==> src/rtl/chip_cmd_seq.sv <==
// chip_cmd_seq: turns one command (write or read) from chip_control into a serial
// frame {op, addr, data} on chip_csn/chip_sclk/chip_mosi, MSB first, and returns
// read data captured from chip_miso.
// Handshake: a transfer happens on a rising clk edge where valid && ready are both
// high; cmd_ready is high only in IDLE and rsp_valid only in RESP; the sender keeps
// payload stable while valid is high and not yet accepted.
// Optional feature: define CHIP_CMD_SEQ_PARITY_EN to append an even-parity bit to
// every frame and check the parity bit returned after read data (rsp_err).
module chip_cmd_seq #(
    parameter int ADDR_W  = 10,
    parameter int DATA_W  = 8,
    parameter int CLK_DIV = 4
) (
    input  logic              clk,
    input  logic              rst,
    input  logic              cmd_valid,
    output logic              cmd_ready,
    input  logic              cmd_op,
    input  logic [ADDR_W-1:0] cmd_addr,
    input  logic [DATA_W-1:0] cmd_data,
    output logic              rsp_valid,
    input  logic              rsp_ready,
    output logic [DATA_W-1:0] rsp_data,
    output logic              rsp_err,
    output logic              busy,
    output logic              chip_csn,
    output logic              chip_sclk,
    output logic              chip_mosi,
    input  logic              chip_miso,
    output logic [2:0]        state_dbg
);

`ifdef CHIP_CMD_SEQ_PARITY_EN
    localparam int PAR_W = 1;
`else
    localparam int PAR_W = 0;
`endif
    localparam int N       = 1 + ADDR_W + DATA_W + PAR_W;
    localparam int DIV_W   = (CLK_DIV > 1) ? $clog2(CLK_DIV) : 1;
    localparam int BIT_W   = $clog2(N);
    localparam int DATA_LO = 1 + ADDR_W;      // index of first data bit in the frame
    localparam int DATA_HI = ADDR_W + DATA_W; // index of last data bit in the frame

    typedef enum logic [2:0] {
        IDLE  = 3'd0,
        SETUP = 3'd1,
        SHIFT = 3'd2,
        HOLD  = 3'd3,
        RESP  = 3'd4
    } state_t;

    state_t            state, state_nxt;
    logic [DIV_W-1:0]  div_cnt;
    logic [BIT_W-1:0]  bit_cnt;
    logic              sclk_q;
    logic              op_q;
    logic [N-1:0]      frame_sr;
    logic [N-1:0]      frame_new;
    logic [DATA_W-1:0] tx_data;
    logic [DATA_W-1:0] rx_sr;
    logic              div_end;
    logic              last_bit;
    logic              sample_en;
    logic              rx_data_bit;
    logic              rsp_load;

    assign div_end     = (div_cnt == DIV_W'(CLK_DIV - 1));
    assign last_bit    = (bit_cnt == BIT_W'(N - 1));
    // chip_miso is taken on the edge that raises chip_sclk
    assign sample_en   = (state == SHIFT) && !sclk_q && div_end;
    assign rx_data_bit = op_q && (bit_cnt >= BIT_W'(DATA_LO)) && (bit_cnt <= BIT_W'(DATA_HI));
    assign rsp_load    = (state == HOLD) && div_end && op_q;

    // reads send zeros in the data field so chip_mosi stays low while the chip talks
    assign tx_data = cmd_op ? '0 : cmd_data;
`ifdef CHIP_CMD_SEQ_PARITY_EN
    assign frame_new = {cmd_op, cmd_addr, tx_data, ^{cmd_op, cmd_addr, tx_data}};
`else
    assign frame_new = {cmd_op, cmd_addr, tx_data};
`endif

    // state register; reset aborts any frame in flight
    always_ff @(posedge clk or posedge rst) begin
        if (rst) state <= IDLE;
        else     state <= state_nxt;
    end

    // next-state logic
    always_comb begin
        state_nxt = state;
        case (state)
            IDLE:    if (cmd_valid) state_nxt = SETUP;
            SETUP:   if (div_end) state_nxt = SHIFT;
            SHIFT:   if (sclk_q && div_end && last_bit) state_nxt = HOLD;
            HOLD:    if (div_end) state_nxt = op_q ? RESP : IDLE;
            RESP:    if (rsp_ready) state_nxt = IDLE;
            default: state_nxt = IDLE;
        endcase
    end

    // outputs decoded from state; csn low spans SETUP..HOLD
    always_comb begin
        cmd_ready = 1'b0;
        busy      = 1'b1;
        chip_csn  = 1'b1;
        chip_mosi = 1'b0;
        rsp_valid = 1'b0;
        case (state)
            IDLE: begin
                cmd_ready = 1'b1;
                busy      = 1'b0;
            end
            SETUP, SHIFT: begin
                chip_csn  = 1'b0;
                chip_mosi = frame_sr[N-1];
            end
            HOLD:    chip_csn  = 1'b0;
            RESP:    rsp_valid = 1'b1;
            default: ;
        endcase
    end

    assign chip_sclk = sclk_q;
    assign state_dbg = state;

    // divider, bit counter, sclk phase and transmit shifter; next bit shifts out as sclk falls
    always_ff @(posedge clk or posedge rst) begin
        if (rst) begin
            div_cnt  <= '0;
            bit_cnt  <= '0;
            sclk_q   <= 1'b0;
            op_q     <= 1'b0;
            frame_sr <= '0;
        end else begin
            case (state)
                IDLE: begin
                    div_cnt <= '0;
                    bit_cnt <= '0;
                    sclk_q  <= 1'b0;
                    if (cmd_valid) begin
                        frame_sr <= frame_new;
                        op_q     <= cmd_op;
                    end
                end
                SETUP, HOLD: div_cnt <= div_end ? '0 : div_cnt + 1'b1;
                SHIFT: begin
                    if (div_end) begin
                        div_cnt <= '0;
                        sclk_q  <= !sclk_q;
                        if (sclk_q && !last_bit) begin
                            bit_cnt  <= bit_cnt + 1'b1;
                            frame_sr <= {frame_sr[N-2:0], 1'b0};
                        end
                    end else begin
                        div_cnt <= div_cnt + 1'b1;
                    end
                end
                default: begin
                    div_cnt <= '0;
                    bit_cnt <= '0;
                    sclk_q  <= 1'b0;
                end
            endcase
        end
    end

    // receive shifter and response register; response only loads on a completed read
    always_ff @(posedge clk or posedge rst) begin
        if (rst) begin
            rx_sr    <= '0;
            rsp_data <= '0;
        end else begin
            if (sample_en && rx_data_bit) rx_sr <= {rx_sr[DATA_W-2:0], chip_miso};
            if (rsp_load) rsp_data <= rx_sr;
        end
    end

`ifdef CHIP_CMD_SEQ_PARITY_EN
    logic par_rx;
    logic rsp_err_q;

    // trailing parity bit from the chip, checked as even parity over the read data
    always_ff @(posedge clk or posedge rst) begin
        if (rst) begin
            par_rx    <= 1'b0;
            rsp_err_q <= 1'b0;
        end else begin
            if (sample_en && last_bit) par_rx <= chip_miso;
            if (rsp_load) rsp_err_q <= ^{rx_sr, par_rx};
        end
    end

    assign rsp_err = rsp_err_q;
`else
    assign rsp_err = 1'b0;
`endif

endmodule

==> config.mk <==
export PLATFORM = sky130hd
export DESIGN_NAME = chip_cmd_seq
export DESIGN_NICKNAME = d
export VERILOG_FILES = /design/src/rtl/chip_cmd_seq.sv
export SDC_FILE = /design/constraint.sdc
export NUM_CORES = 1
export LEC_CHECK = 0
export ABC_AREA = 0
export ABC_CLOCK_PERIOD_IN_PS = 3600
export BUFFER_PORTS_ARGS = -buffer_cell sky130_fd_sc_hd__buf_2
export CAP_MARGIN = 30
export CORE_MARGIN = 2
export CORE_UTILIZATION = 40
export DETAILED_ROUTE_END_ITERATION = 8
export PLACE_DENSITY = 0.59
export SLEW_MARGIN = 0
export SYNTH_ARGS = -nofsm -noshare
export SYNTH_HDL_FRONTEND = slang
export SYNTH_SLANG_ARGS = --single-unit
==> constraint.sdc <==
create_clock -name clk -period 3.6 [get_ports clk]
set_input_delay 0.36 -clock clk [delete_from_list [all_inputs] [get_ports clk]]
set_output_delay 0.36 -clock clk [all_outputs]
set_load 0.05 [all_outputs]
; ---- Word-level counts from Yosys, hierarchy flattened
; Index checks and enable logic that the tools add are counted.
[classes]
add_sub_neg = 2
magnitude_cmp = 2
n_eq_ne = 13
muxes = 24
bitwise_logic = 1
n_reduce_logical = 22
[ops]
columns = cell, count
row1 = 19-bit two-way mux, 3
row2 = 19-bit case mux with 2 select lines, 1
row3 = 3-bit two-way mux, 6
row4 = 3-bit case mux with 5 select lines, 1
row5 = 1-bit logical AND, 10
row6 = 5-bit two-way mux, 2
row7 = "2-bit inequality test, second input constant", 5
row8 = 5-bit case mux with 2 select lines, 1
row9 = 8-bit two-way mux, 1
row10 = "3-bit by 2-bit == test with 1-bit output, second input constant", 2
row11 = 1-bit two-way mux, 6
row12 = "5-bit by 1-bit adder with 5-bit output, second input constant", 1
row13 = "5-bit == test, second input constant", 1
row14 = "5-bit by 4-bit >= comparator with 1-bit output, second input constant", 1
row15 = "5-bit <= comparator, second input constant", 1
row16 = 5-bit AND reduction, 1
row17 = 2-bit two-way mux, 2
row18 = "2-bit by 1-bit inequality test with 1-bit output, second input constant", 2
row19 = 2-bit AND reduction, 2
row20 = 4-bit AND reduction, 1
row21 = 2-bit OR reduction, 2
row22 = "3-bit by 1-bit == test with 1-bit output, second input constant", 1
row23 = "3-bit == test, second input constant", 1
row24 = 3-bit zero test, 1
row25 = other kinds (8), 9
[word_totals]
register_bits = 47
in_bits = 24
out_inout_bits = 18
wordCells = 72

; ---- Longest topological paths before layout
; Gate-level depths: netlist (run 1).
[depth]
depth_word = 6
ltp_mapped = 7
mapped_depth_nobuf = 6

; ---- Worst setup path before layout (run 1)
; No wires, ideal clock.
[synth_timing]
path_kind = reg-to-output
start = register state[0], in the netlist state_dbg[0]
end = output port chip_mosi
arrival_ns = 2.089
required_time_ns = 3.240
path_slack_ns = 1.151
path_stages_with_launch = 4
n_path_buf = 1
cell_sequence = dfrtp_1 buf_4 xnor2_1 nor3b_1
[synth_via]
elab_chain_len = 3
word_cells_on_any_way = 4
classes_between = eq/ne (2) / mux (1) / reduce/logical (1)
[synth_rtl]
columns = element, line
row1 = "start, declared", 52  ; state_t state, state_nxt;
row2 = "start signal, assigned", 85  ; else state <= state_nxt;
row3 = 3-bit by 2-bit == test with 1-bit output / 3-bit by 1-bit == test with 1-bit output (equally long branches), 108  ; case (state)
row4 = 2-bit OR reduction *, n/a
row5 = 1-bit two-way mux *, 108
row6 = "end, declared", 28  ; output logic chip_mosi,
; Every way passes the cells marked *; elsewhere a longest branch is shown, timed or not.

; ---- Worst setup path after layout (run 1)
[layout_timing]
start = register div_cnt[0]
end = register rx_sr[6]
[layout_via]
elab_chain_len = 3
[layout_rtl]
columns = element, line
row1 = "start, declared", 53  ; logic [DIV_W-1:0] div_cnt;
row2 = "start signal, assigned", 145  ; SETUP, HOLD: div_cnt <= div_end ? '0 : div_cnt + 1'b1;
row3 = "start signal, assigned", 155  ; div_cnt <= div_cnt + 1'b1;
row4 = 2-bit == test, 67  ; assign div_end = (div_cnt == DIV_W'(CLK_DIV - 1));
row5 = 1-bit logical AND, 70  ; assign sample_en = (state == SHIFT) && !sclk_q && div_end;
row6 = 1-bit logical AND, 173  ; if (sample_en && rx_data_bit) rx_sr <= {rx_sr[DATA_W-2:0], chip_miso};
row7 = "end signal, assigned", 173
row8 = "end, declared", 60  ; logic [DATA_W-1:0] rx_sr;
; No other way between the ends.
; A chain may end at the register's enable or synchronous reset.

==> impl_metrics.toml, run 1 <==
[global_route]
grt_max_degree = 37
overflow = 0
grt.total_usage_pct = 14.40
grt_pass1_wl_mm = 6.941
antenna_found_initial = 0
grt_pass1_vias = 1468

[drt]
num_vias = 1542
initialDrtViolationCount = 77
first_pass_iters = 4
drt_wl_total_mm = 4.202
ant_nets = 0
routed_via_density = 4.911
drc = 0
wire_per_inst_um = 13.38

[die]
ios = 42
die_x_um = 78.49
initial_core_util_pct = 40.81
core_sq_um = 5439
die-area_sq_um = 6161
die_h_um = 78.49
fp-row-count = 27

[yosys]
synthArstFlopShare_pct = 100.0
synth.cell_area_sq_um = 2220
ys.flop_type = "dfrtp_1"
syn_area_per_cell_sq_um = 10.99
synthTopCellsByArea = "dfrtp_1, mux2_2, a21oi_1"
netlist_instances = 202
synth_compound_area_share_pct = 12.51
synth.top_cell.area_share_pct = 52.99
ys_top_cells_by_count = "dfrtp_1, a21oi_1, nor2_1"
synth.most_common_cell = "dfrtp_1"
syn-num-nets = 229
synth_enable_flop_cells = 0
synth_adder_area_share_pct = 1.691
synth_top_family_by_area = "simple AND/OR/NAND/NOR gates"
yosysWarnings = 0
seq_area_frac_synth_pct = 52.99
synth_xor_area_share_pct = 0.7892
yosysTopAreaCell = "dfrtp_1"
ys_seq_elements = 47
synth.distinct_cells = 36
synth.area.mux_share_pct = 13.59
yosys.area_share.simple_pct = 13.92

[setup_path]
crit_start = "div_cnt[0]$_DFF_PP0_"
r2r_cells = 5
crit_fanout = 8
critPathArrivalTime_ps = 2390
critPathRequiredTime_ps = 3790
cp-start-kind = "register"
end_kind = "register"
timing.rr.start = "div_cnt[0]$_DFF_PP0_"
path_class = "reg2reg"

[sta]
hold_viol_final = 0
whs_ps = 105.5
fin_crit_ps = 2205
skew_ps = 5.086
rsz0062_at_grt = "no"
slew_violations = 0
worst_pin_slew_ps = 737.9
fmax_mhz = 453.6
finalCritPeriodShare_pct = 61.25
setup_viol = 0
worst_slew_margin_rel_pct = 50.54
tns_ps = 0

[finish]
n_fill_cell = 521
n_antenna_cell = 0
multiInputGateArea_sq_um = 962.2
nNetsFinal = 268
drive_gt1_share_pct = 30.99
regArea_sq_um = 1176
area_growth_pct = 17.31

[run_status]
outcome = "finished clean"

[placement]
finalWeightedCongestion = 0.7471
place_hpwl_mm = 2.931
port_buffers = 40

[pwr]
leakage_nw = 1.329
total_power_w = 0.0009217
vdd_drop_max_uv = 225.7
powerDensity_nw_per_um2 = 354.0

[clock_tree]
cts_setup_buffers = 0
clk_pin_slew_worst_paths_ps = 80
cts_made_buffers = 5
cts_tree = "done"
ctsResizeCount = 0
holdBufCountCts = 0
clock-sinks = 47
htree_num_levels = 2
clk_latency_ps = 300
cts_buffer_depth = 2
cts_root_buf = "clkbuf_8"

[worst_hold_path]
hp-class = "in2async"

[job]
drv_cap = 0
[sequential cells by signal (all words and copies together), names as in the netlist]
name,flops
rsp_data,8
div_cnt,2
op_q,1
frame_sr,19
chip_sclk,1
rx_sr,8
bit_cnt,5
state_dbg,3
[per-stage QoR]
step | setup WS (ps) | area [sq um] | cells | util (%)
finish | 1395 | 2604 | 314 | 47.87
global route | 1261 | 2604 | 314 | 47.87
CTS | 1393 | 2604 | 314 | 47.87
detailed placement | 1402 | 2509 | 306 | 46.12
global placement | 1476 | 2481 | 305 | 45.62
floorplan | 1151 | 2220 | 202 | -
[cells by family (layout without fill, tap and decap cells)]
group	after synthesis	after routing
xor gates and xnor gates	2	2
adders and majority gates	3	3
other	1	1
DFF	47	47
and+or+nand+nor	53	53
muxes	28	28
AOI/OAI and AO/OA	47	47
buffers and inverters	21	61
[path summary, 6_finish.rpt]
path                                       endpoint  slack [ps]
min in group clk               rx_sr[0]$_DFFE_PP0P_         290
max in group asynchronous  frame_sr[11]$_DFFE_PP0P_        2990
setup / recovery               rx_sr[6]$_DFFE_PP0P_        1400
hold / removal              rsp_data[5]$_DFFE_PP0P_         110
setup reg to reg               rx_sr[6]$_DFFE_PP0P_        1400
hold reg to reg                div_cnt[0]$_DFF_PP0_         470
[worst max-delay path, stage by stage (launching register included)]
cell      delay (ps)
dfrtp_1          370
ha_1             280
nand3_1          150
or4_4            460
a211oi_4         440
mux2_2           390
[cell type report]
class	count	share of cell area [%]
flip-flops and latches	47	45.17
well taps	72	3.460
repair buffers	43	9.322
clock buffers	7	3.316
multi-input cells	134	36.95
clock inverters	1	0.3364
inverters	10	1.442
[where the power goes]
| part | switching (W) | leakage [nW] | internal, W |
|---|---|---|---|
| logic | 0.0000262 | 0.671 | 0.0000209 |
| clock network | 0.000177 | 0.0484 | 0.000158 |
| registers | 0.00000437 | 0.609 | 0.000536 |
[cells in the final DEF (no fill, tap or decap), drive strengths merged, types with 2 or more instances in the layout]
cell type,synthesis,layout
ha,3,3
nor2,22,22
buf,8,43
o21ai,7,7
inv,10,10
dfrtp,47,47
or3,2,2
o31ai,4,4
clkbuf,3,7
mux2,17,17
nand2b,2,2
xnor2,2,2
a21oi,31,31
or4,4,4
nand2,2,2
nand3,4,4
nor3,2,2
nor3b,9,9
mux2i,11,11
[routing by layer]
metal,global-route usage (%),up-vias,routed length [um]
met4,5.263,0,67
met1,19.72,723,2055
met2,21.98,28,1890
met5,0,-,0
li1,-,785,-
met3,3.908,6,189
Note: power is estimated with default switching activity, not from simulation.
==> run 2: changes to the inputs <==
--- a/config.mk
+++ b/config.mk
@@ -5,14 +5,14 @@
 export SDC_FILE = /design/constraint.sdc
 export NUM_CORES = 1
 export LEC_CHECK = 0
-export ABC_AREA = 0
-export ABC_CLOCK_PERIOD_IN_PS = 3600
+export ABC_AREA = 1
+export ABC_CLOCK_PERIOD_IN_PS = 2050
 export BUFFER_PORTS_ARGS = -buffer_cell sky130_fd_sc_hd__buf_2
 export CAP_MARGIN = 30
 export CORE_MARGIN = 2
 export CORE_UTILIZATION = 40
 export DETAILED_ROUTE_END_ITERATION = 8
-export PLACE_DENSITY = 0.59
+export PLACE_DENSITY = 0.58
 export SLEW_MARGIN = 0
 export SYNTH_ARGS = -nofsm -noshare
 export SYNTH_HDL_FRONTEND = slang
==> constraint.sdc (replaced) <==
create_clock -name clk -period 2.05 [get_ports clk]
set_input_delay 0.205 -clock clk [delete_from_list [all_inputs] [get_ports clk]]
set_output_delay 0.205 -clock clk [all_outputs]
set_load 0.05 [all_outputs]
==> run 2 against run 1 <==
- worst setup slack worse by 1200 ps
- first-iteration DRC count is 32% higher
- synthesized cell count up 61%
- critical path type is now reg2out
- largest power group is now combinational logic
==> impl_metrics.toml, run 2 <==
[global_route]
antenna_found_initial = 0
grt_pass1_vias = 1935
overflow = 0
grt_pass1_wl_mm = 8.673
grt.total_usage_pct = 16.61
grt_max_degree = 48

[clock_tree]
clk_latency_ps = 300
cts_buffer_depth = 2
holdBufCountCts = 0
cts_made_buffers = 5
clk_pin_slew_worst_paths_ps = 90
cts_root_buf = "clkbuf_8"
htree_num_levels = 2
cts_tree = "done"
clock-sinks = 47

[yosys]
ys_top_cells_by_count = "nand2_1, dfrtp_1, nand3_1"
synth.most_common_cell = "nand2_1"
synth.top_cell.area_share_pct = 48.18
synth_enable_flop_cells = 0
synthArstFlopShare_pct = 100.0
netlist_instances = 325
ys.flop_type = "dfrtp_1"
ys_seq_elements = 47
yosysTopAreaCell = "dfrtp_1"
synth.distinct_cells = 23
syn-num-nets = 352
seq_area_frac_synth_pct = 48.18
synth.cell_area_sq_um = 2441
synthTopCellsByArea = "dfrtp_1, nand2_1, nand3_1"
yosysWarnings = 0
syn_area_per_cell_sq_um = 7.511

[die]
die_x_um = 82.12
core_sq_um = 5921
fp-row-count = 28
die-area_sq_um = 6744
ios = 42
initial_core_util_pct = 41.23
die_h_um = 82.12

[drt]
wire_per_inst_um = 11.58
routed_via_density = 4.715
first_pass_iters = 4
drc = 0
ant_nets = 0
drt_wl_total_mm = 5.120
initialDrtViolationCount = 102
num_vias = 2084

[setup_path]
end_kind = "primary output"
critPathArrivalTime_ps = 1660
cp-start-kind = "register"
path_class = "reg2out"
crit_fanout = 9
critPathRequiredTime_ps = 1850

[run_status]
outcome = "finished clean"

[pwr]
powerDensity_nw_per_um2 = 1225
vdd_drop_max_uv = 1095
leakage_nw = 1.557

[worst_hold_path]
hp-class = "in2async"

[finish]
nNetsFinal = 393
n_antenna_cell = 0
drive_gt1_share_pct = 18.26
layout_commonest_cell = "nand2_1"
final_cell_area_sq_um = 2784
regMostFlops = "frame_sr"
n_fill_cell = 602
largest_reg_flops = 19
area_growth_pct = 14.04
reg.largest.list = "frame_sr: 19 flops, rsp_data: 8 flops, rx_sr: 8 flops"
final_cell_mix = "nand2_1, dfrtp_1, buf_2"

[placement]
place_hpwl_mm = 3.476
dpl_cell_area_sq_um = 2696
port_buffers = 40
finalWeightedCongestion = 0.8157

[sta]
tns_ps = 0
hold_viol_final = 0
slew_violations = 0
fin_crit_ps = 1870
worst_pin_slew_ps = 743.8
rsz0062_at_grt = "no"
fmax_mhz = 534.8
worst_slew_margin_rel_pct = 50.41
skew_ps = 9.419
finalCritPeriodShare_pct = 91.21
setup_viol = 0

[job]
drv_cap = 0
## run 2: cell count changes after synthesis, sizes merged, moves of 4 or more
| cell | change |
|---|---|
| nand2 | +150 |
| nand3 | +34 |
| a21oi | -31 |
| mux2 | -17 |
| inv | +14 |
| mux2i | -11 |
| o21ai | +10 |
| nand4 | +9 |
| nor2 | -8 |
| nor3b | -8 |
| buf | +5 |
| o31ai | -4 |
| or4 | -4 |
## run 2: through the flow
step	setup WS (ps)	total power (W)	hold slack [ps]	utilization, %	std cells
final	180.2	0.003411	39.00	47.02	442
after global routing	92.68	0.003714	94.36	47.02	442
after CTS	74.08	0.003452	68.69	46.98	442
after detailed placement	278.6	0.002887	400.3	45.54	434
after global placement	269.6	0.002871	396.2	45.54	434
after floorplan	63.14	0.002544	363.6	-	325
## run 2: cell families after synthesis
family                   Yosys count  share of synthesized area, %
AND/OR/NAND/NOR                  219                         37.83
flip-flops                        47                         48.18
buffers and inverters             38                         7.586
AO/OA/AOI/OAI                     17                         4.716
adder cells (fa/ha/maj)            3                         1.538
other                              1                        0.1536
## run 2: layer usage
layer,GRT usage [%],share of wire (%)
met1,21.34,49
met3,3.587,3.6
met4,4.000,0.94
met2,28.54,47
met5,0,0
## run 2: layout make-up
type / count / area, sq um / share of cell area, %
Clock inverter: 2 / 12.51 / 0.4494
Timing Repair Buffer: 47 / 252.7 / 9.079
Sequential cell: 47 / 1176 / 42.25
Clock buffer: 6 / 72.57 / 2.607
Multi-Input combinational cell: 240 / 1082 / 38.88
Tap cell: 75 / 93.84 / 3.371
Inverter: 25 / 93.84 / 3.371
## run 2: final timing paths
kind | startpoint | end | slack [ps] | cells after the start
worst min-delay path | rst | rsp_data[3]$_DFFE_PP0P_ | 40 | 3
min in group clk | chip_miso | rx_sr[0]$_DFFE_PP0P_ | 170 | 3
worst min register to register | div_cnt[0]$_DFF_PP0_ | div_cnt[0]$_DFF_PP0_ | 450 | 1
worst max-delay path | state_dbg[0]$_DFFE_PP0P_ | chip_mosi | 180 | 5
worst max register to register | div_cnt[0]$_DFF_PP0_ | rsp_data[0]$_DFFE_PP0P_ | 290 | 5
max in group asynchronous | rst | rx_sr[3]$_DFFE_PP0P_ | 1590 | 3
## run 2: report_power, final
| part | switching, W | internal [W] |
|---|---|---|
| logic | 0.00112 | 0.000430 |
| clock network | 0.000317 | 0.000239 |
| registers | 0.000155 | 0.00115 |
| total | 0.00159 | 0.00182 |
## run 2: worst max-delay path: stages, from the launching register on
cell and delay (ps):
dfrtp_1 460, nor2_4 190, nand2_2 150, o21ai_0 150
and2_1 160, buf_2 250
## run 2: repair_timing
item,4_1_cts,5_1_grt
hold endpoints to repair,0,0
buffers inserted,0,0
gates resized for setup,0,1
setup endpoints to repair,0,1
